[config.mk]
export PLATFORM = sky130hd
export DESIGN_NAME = mig_app_arbiter
export DESIGN_NICKNAME = d
export VERILOG_FILES = /design/src/rtl/mig_app_arbiter.sv
export SDC_FILE = /design/constraint.sdc
export NUM_CORES = 1
export LEC_CHECK = 0
export ABC_AREA = 1
export ABC_CLOCK_PERIOD_IN_PS = 18100
export BUFFER_PORTS_ARGS = -buffer_cell sky130_fd_sc_hd__buf_2
export CORE_AREA = 5 5 436 438
export DETAILED_ROUTE_END_ITERATION = 10
export DIE_AREA = 0 0 441 443
export GPL_TIMING_DRIVEN = 0
export HOLD_SLACK_MARGIN = 0.05
export PLACE_DENSITY = 0.38
export SYNTH_ARGS = -nofsm -noshare
export SYNTH_HDL_FRONTEND = slang
export SYNTH_SLANG_ARGS = --single-unit
[constraint.sdc]
create_clock -name ui_clk -period 18.1 [get_ports ui_clk]
set_input_delay 1.81 -clock ui_clk [delete_from_list [all_inputs] [get_ports ui_clk]]
set_output_delay 1.81 -clock ui_clk [all_outputs]
set_load 0.02 [all_outputs]
[src/rtl/mig_app_arbiter.sv]
// mig_app_arbiter: alternating-priority write/read arbiter feeding a MIG UI port,
// with read-credit limiting, registered outputs and one-cycle read-return pipeline.
module mig_app_arbiter #(
  parameter int MAX_OUTSTANDING = 16
) (
  input  logic         ui_clk,
  input  logic         ui_clk_sync_rst,
  input  logic         init_calib_complete,
  input  logic         app_rdy,
  input  logic         app_wdf_rdy,
  input  logic [255:0] app_rd_data,
  input  logic         app_rd_data_valid,
  output logic         app_en,
  output logic [2:0]   app_cmd,
  output logic [28:0]  app_addr,
  output logic [255:0] app_wdf_data,
  output logic         app_wdf_wren,
  output logic         app_wdf_end,
  input  logic         wr_req,
  input  logic [28:0]  wr_addr,
  input  logic [255:0] wr_data,
  output logic         wr_gnt,
  input  logic         rd_req,
  input  logic [28:0]  rd_addr,
  output logic         rd_gnt,
  output logic [255:0] rd_data,
  output logic         rd_data_valid,
  output logic         busy,
  output logic         err
);
  localparam logic [4:0] MAX = 5'(MAX_OUTSTANDING);
  typedef enum logic [1:0] {IDLE, WR, RD} state_t;
  state_t state, state_n;
  logic [4:0] cnt, cnt_n;
  logic pref_wr, pref_wr_n;
  logic en_n, wren_n, wgnt_n, rgnt_n, rd_ok, go_rd;
  logic [2:0] cmd_n;
  logic [28:0] addr_n;
  logic [255:0] wdata_n;
  always_comb begin
    state_n = state;
    en_n = app_en;
    cmd_n = app_cmd;
    addr_n = app_addr;
    wdata_n = app_wdf_data;
    wren_n = app_wdf_wren;
    wgnt_n = 1'b0;
    rgnt_n = 1'b0;
    pref_wr_n = pref_wr;
    rd_ok = rd_req && (cnt < MAX);
    go_rd = rd_ok && (!wr_req || !pref_wr);
    unique case (state)
      IDLE: if (init_calib_complete && (wr_req || rd_ok)) begin
        state_n = go_rd ? RD : WR;
        en_n = 1'b1;
        cmd_n = go_rd ? 3'b001 : 3'b000;
        addr_n = (go_rd ? rd_addr : wr_addr) & ~29'h7;
        wdata_n = go_rd ? app_wdf_data : wr_data;
        wren_n = !go_rd;
        wgnt_n = !go_rd;
        rgnt_n = go_rd;
        pref_wr_n = go_rd;
      end
      WR: begin
        en_n = app_en && !app_rdy;
        wren_n = app_wdf_wren && !app_wdf_rdy;
        if (!en_n && !wren_n) state_n = IDLE;
      end
      RD: if (app_rdy) begin
        en_n = 1'b0;
        state_n = IDLE;
      end
      default: state_n = IDLE;
    endcase
    // a return with nothing outstanding is an error and must not underflow
    cnt_n = cnt + {4'b0, state == RD && app_rdy} - {4'b0, app_rd_data_valid && cnt != 5'd0};
  end
  always_ff @(posedge ui_clk or posedge ui_clk_sync_rst) begin
    if (ui_clk_sync_rst) begin
      state <= IDLE;
      cnt <= '0;
      pref_wr <= 1'b1;
      app_en <= 1'b0;
      app_cmd <= '0;
      app_addr <= '0;
      app_wdf_data <= '0;
      app_wdf_wren <= 1'b0;
      app_wdf_end <= 1'b0;
      wr_gnt <= 1'b0;
      rd_gnt <= 1'b0;
      rd_data <= '0;
      rd_data_valid <= 1'b0;
      busy <= 1'b0;
      err <= 1'b0;
    end else begin
      state <= state_n;
      cnt <= cnt_n;
      pref_wr <= pref_wr_n;
      app_en <= en_n;
      app_cmd <= cmd_n;
      app_addr <= addr_n;
      app_wdf_data <= wdata_n;
      app_wdf_wren <= wren_n;
      app_wdf_end <= wren_n;
      wr_gnt <= wgnt_n;
      rd_gnt <= rgnt_n;
      rd_data_valid <= app_rd_data_valid;
      if (app_rd_data_valid) rd_data <= app_rd_data;
      busy <= (state_n != IDLE) || (cnt_n != 5'd0);
      err <= err || (app_rd_data_valid && cnt == 5'd0);
    end
  end
endmodule

Word-level counts from Yosys, hierarchy flattened
Cells that the tools add are included.
{"block": "op_classes", "add_sub_neg": 2, "n_mul": 0, "div_mod_pow": 0, "n_lt_le_gt_ge": 1, "eq_ne": 4, "shift": 0, "muxes": 16, "bitwise": 1, "n_reduce_logical": 31}
{"operator": "29-bit 2-to-1 mux", "count": 1}
{"operator": "5-bit nonzero test", "count": 2}
{"operator": "1-bit logical AND", "count": 9}
{"operator": "1-bit 2-to-1 mux", "count": 8}
{"operator": "2-bit 2-to-1 mux", "count": 4}
{"operator": "1-bit zero test", "count": 7}
{"operator": "2-bit one-hot mux with 3 select lines", "count": 1}
{"operator": "3-bit AND reduction", "count": 2}
{"operator": "5-bit by 1-bit adder with 5-bit output", "count": 1}
{"operator": "5-bit zero test", "count": 1}
{"operator": "5-bit < comparator, second input constant", "count": 1}
{"operator": "5-bit by 1-bit subtractor with 5-bit output", "count": 1}
{"operator": "1-bit logical OR", "count": 4}
{"operator": "2-bit inequality test, second input constant", "count": 2}
{"operator": "2-bit AND reduction", "count": 2}
{"operator": "2-bit nonzero test", "count": 2}
{"operator": "1-bit one-hot mux with 3 select lines", "count": 1}
{"operator": "3-bit nonzero test", "count": 1}
{"operator": "2-bit by 1-bit equality test with 1-bit output, second input constant", "count": 1}
{"operator": "2-bit equality test, second input constant", "count": 1}
{"operator": "2-bit zero test", "count": 1}
{"operator": "1-bit one-hot mux with 2 select lines", "count": 1}
{"operator": "1-bit NOT", "count": 1}
{"block": "totals", "register_bits": 556, "latchBits": 0, "mem_bits_rw": 0, "romBits": 0, "inputBits": 578, "elab_cells": 69, "mem_count": 0}

Logic depth before layout (Yosys ltp)
{"block": "depth", "ltp_word": 8, "depth_mapped": 17}

Worst setup path after synthesis
OpenSTA, ideal clock, no wires.
{"block": "synth_timing", "kind": "input to register", "start": "input port app_rd_data_valid", "end": "register busy", "setup_ns": 0.119, "arrival_ns": 3.782, "slack_ns": 14.200, "cell_stages": 16, "n_path_buf": 2, "cell_sequence": "buf_2 -> clkinv_1 -> clkbuf_1 -> nor2_1 -> ha_1 -> inv_1 -> ha_1 -> inv_1 -> fa_1 -> nand3b_1 -> nand2_1 -> nand2_1 -> nand2_1 -> nand3_1 -> nor2_1 -> nand2_1"}
{"block": "synth_via", "elab_chain_len": 4}
{"item": "start, declared", "line_no": "12", "text": "input logic app_rd_data_valid,"}
{"item": "1-bit logical AND", "line_no": "76", "text": "cnt_n = cnt + {4'b0, state == RD && app_rdy} - {4'b0, app_rd_data_valid && cnt != 5'd0};"}
{"item": "5-bit by 1-bit subtractor with 5-bit output", "line_no": "76"}
{"item": "5-bit nonzero test", "line_no": "109", "text": "busy <= (state_n != IDLE) || (cnt_n != 5'd0);"}
{"item": "1-bit logical OR", "line_no": "109"}
{"item": "end signal, assigned", "line_no": "109"}
{"item": "end, declared", "line_no": "28", "text": "output logic busy,"}
Every way passes these cells.
A chain may end at the register's enable or synchronous reset.

Worst setup path after layout
{"block": "layout_timing", "start": "input port app_rd_data_valid", "end": "register busy"}
{"block": "layout_via", "elab_chain_len": 4}
{"item": "1-bit logical AND", "line_no": "76"}
{"item": "5-bit by 1-bit subtractor with 5-bit output", "line_no": "76"}
{"item": "via cnt_n[2]", "line_no": "34", "text": "logic [4:0] cnt, cnt_n;"}
{"item": "5-bit nonzero test", "line_no": "109"}
{"item": "1-bit logical OR", "line_no": "109"}
The timed path passes the listed nets, and every way through them passes these cells.

==> run_results.csv <==
group,metric,value,unit
drt,dr.pass1.iters,5,
floorplanning,coreArea,186000,µm²
grt,antenna_found_initial,34,
clock_tree,clock_sinks,554,
sta,hold_viol_final,0,
synth,ys_seq_area_share,65.1,%
placed_design,portBuffers,1118,
worst_setup_path,endpoint_kind,"register",
floorplanning,row_count,159,
drt,dr.first_iter.drc_count,1326,
grt,track_usage,12.2,%
power,power,5.12,mW
worst_setup_path,path_max_fanout,10,
power,powerDensity,157,nW/µm²
clock_tree,cts-htree-levels,3,
min_path,min_from,"err$_DFF_PP0_",
clock_tree,cts_root_buffer,"clkbuf_16",
worst_setup_path,cp.buffers_inverters,6,
synth,syn_inst,2420,
power,ir_drop,0.0632,mV
floorplanning,start_util,11.4,%
clock_tree,cts_buffers,73,
worst_setup_path,critPathArrivalTime,4.73,ns
sta,fmax,238,MHz
sta,setup_slack,13.89,ns
synth,synthesis.area,21300,µm²
cells_and_area,nFillCells,21416,
outcome,status,"complete, no violations",
power,leakagePower,18.1,nW
synth,ys_warn_count,0,
cells_and_area,finish.utilization,17.5,%
sta,period_needed,4.21,ns
worst_setup_path,rrSetupSlack,14.85,ns
worst_setup_path,slowest_stage,"clkbuf_1",
min_path,hold_depth,1,
cells_and_area,final_net_count,4211,
worst_setup_path,critPathRequiredTime,18.62,ns
sta,setup_viol,0,
cells_and_area,drive_above_1_share,35.9,%
worst_setup_path,r2r-end,"busy$_DFF_PP0_",
sta,rsz0062_at_grt,"false",
grt,grt_pass1_vias,20593,
flow_run,cap_violations,0,
worst_setup_path,crit_chain,"buf_2, buf_2, clkinv_1, clkbuf_1, nor2_1, ha_1, inv_1, ha_1, inv_1, fa_1, xnor2_1, nor3_1, nand3_1, nor2_1, nand2_1",
floorplanning,die_h,443,µm
cells_and_area,instances_no_fill,6176,
worst_setup_path,crit_type,"in -> reg",
synth,ys_types,31,
sta,finalMaxSlewViolations,0,
clock_tree,clk-insertion-delay-late,0.67,ns
synth,yosys_register_bits,554,
worst_setup_path,worstReg2RegStart,"cnt[3]$_DFF_PP0_",
worst_setup_path,slowest_delay,0.65,ns
cells_and_area,area_delta_synth_final,53.1,%
cells_and_area,final_area,32600,µm²
min_path,hold-path-endpoint,"err$_DFF_PP0_",
floorplanning,io_pins,1130,
grt,grt_overflow,0,
sta,skew,0.0222,ns
floorplanning,die_w,441,µm
synth,synth.avg_cell_area,8.80,µm²
min_path,hold_class,"reg -> reg",
clock_tree,cts_buffer_depth,3,
placed_design,gp_congestion,0.929,
drt,drt-total-wl,125,mm
sta,worst_slew_pin_slew,1.23,ns
placed_design,place_area,30200,µm²
sta,slew_headroom,17.9,%
clock_tree,postCtsHoldBufs,0,
clock_tree,post_cts_resized,0,
placed_design,dpl.hpwl,102,mm
drt,route.antenna.remaining_nets,0,
clock_tree,cts_tree,"built",
drt,wire_per_inst,20.2,µm
worst_setup_path,cpLargestDelayFamily,"buffers and inverters",
clock_tree,clk_pin_slew,0.06,ns
placed_design,dpl_worst_slack,12.97,ns
drt,vias,20439,
floorplanning,dieArea,195000,µm²
grt,grt_start_max_net_pins,108,
grt,grt_pass1_wl,168,mm
drt,drc,0,
drt,drt-vias-per-instance,3.31,
placed_design,placed_cells_incl_taps,6042,
worst_setup_path,reg2reg_depth,15,
clock_tree,cts_setup_buffers,0,
sta,fin_crit_sh,23.2,%
worst_setup_path,start_kind,"primary input",
==> logic make-up after synthesis <==
group / Yosys count / share of synthesized area, %
adder cells (fa/ha/maj): 11 / 0.682
other: 1 / 0.0176
AO/OA/AOI/OAI: 9 / 0.276
buffers and inverters: 151 / 3.67
AND/OR/NAND/NOR: 1693 / 30.2
flip-flops: 554 / 65.1
XOR/XNOR: 1 / 0.0412
==> synthesized netlist by cell type (all sizes together) <==
cell type  count  share of area (%)
nand4          1              0.029
nand3         34               0.82
clkinv         1              0.018
ha            10               0.59
dfstp          1               0.12
dfrtp        553                 65
o21a           2              0.071
conb           1              0.018
clkbuf        55               0.97
inv           23               0.41
fa             1              0.094
buf           72                2.3
nand2       1651                 29
nor2           4               0.12
o211ai         1              0.035
nor3           2              0.047
a21oi          4               0.11
a21o           1              0.035
o21ai          1              0.023
xnor2          1              0.041
nand3b         1              0.035
==> cells in the final DEF, fill, tap and decap left out, types with 4 or more instances in the layout <==
master     synthesis  final
nand2_1         1650   1650
buf_2             37   1155
dfrtp_1          553    553
clkbuf_16          0     73
clkbuf_1          55     63
nand3_1           33     33
buf_4             20     20
inv_1             20     19
clkbuf_8           0     19
buf_6             11     11
clkinv_2           0     11
diode_2            0     10
ha_1              10     10
conb_1             1      5
buf_16             0      5
bufinv_16          0      4
==> layout make-up <==
class	count	area, µm²	share of cell area [%]
repair buffers	1123	5730	17.6
plain buffers	127	692	2.12
clock inverters	24	292	0.894
diodes	10	25.0	0.0768
well taps	2495	3120	9.58
clock buffers	100	2120	6.50
flip-flops and latches	554	13900	42.5
multi-input cells	1719	6660	20.4
inverters	24	97.6	0.299
==> flip-flops by register name, summed over array words and instances, names as in the netlist, 2 cells and up <==
signal / flops
rd_data: 256
cnt: 5
app_addr: 26
state: 2
app_wdf_data: 256
==> report_power, final <==
group / switching, mW / total, mW / internal, mW / leakage [nW]
combinational: 1.28 / 1.81 / 0.527 / 10.1
clock: 0.613 / 1.49 / 0.877 / 1.19
sequential: 0.217 / 1.82 / 1.60 / 6.82
==> worst max-delay path by stage <==
stage | startpoint | endpoint | slack, ns | cells past startpoint
2_1_floorplan | ui_clk_sync_rst | app_addr[10]$_DFFE_PP0P_ | 0.80 | 1
3_3_place_gp | ui_clk_sync_rst | rd_data[147]$_DFFE_PP0P_ | -8.75 | 2
3_5_place_dp | app_rd_data_valid | busy$_DFF_PP0_ | 12.97 | 15
4_1_cts | app_rd_data_valid | busy$_DFF_PP0_ | 13.73 | 15
5_1_grt | app_rd_data_valid | busy$_DFF_PP0_ | 13.59 | 15
6_report | app_rd_data_valid | busy$_DFF_PP0_ | 13.89 | 15
==> per-stage QoR <==
step / hold slack (ns) / TNS, ns
2_1_floorplan: 0.463 / 0
3_3_place_gp: 0.441 / -4720.71
3_5_place_dp: 0.449 / 0
4_1_cts: 0.467 / 0
5_1_grt: 0.474 / 0
6_report: 0.460 / 0
==> per-layer routing <==
| metal | wire length [µm] | vias up | global-route usage [%] |
|---|---|---|---|
| li1 | - | 9697 | - |
| met4 | 3220 | 10 | 3.44 |
| met5 | 74 | - | 0 |
| met1 | 49000 | 9810 | 14.3 |
| met2 | 63300 | 750 | 21.7 |
| met3 | 9100 | 172 | 3.47 |
No activity file was read; power rests on OpenSTA's default activity.
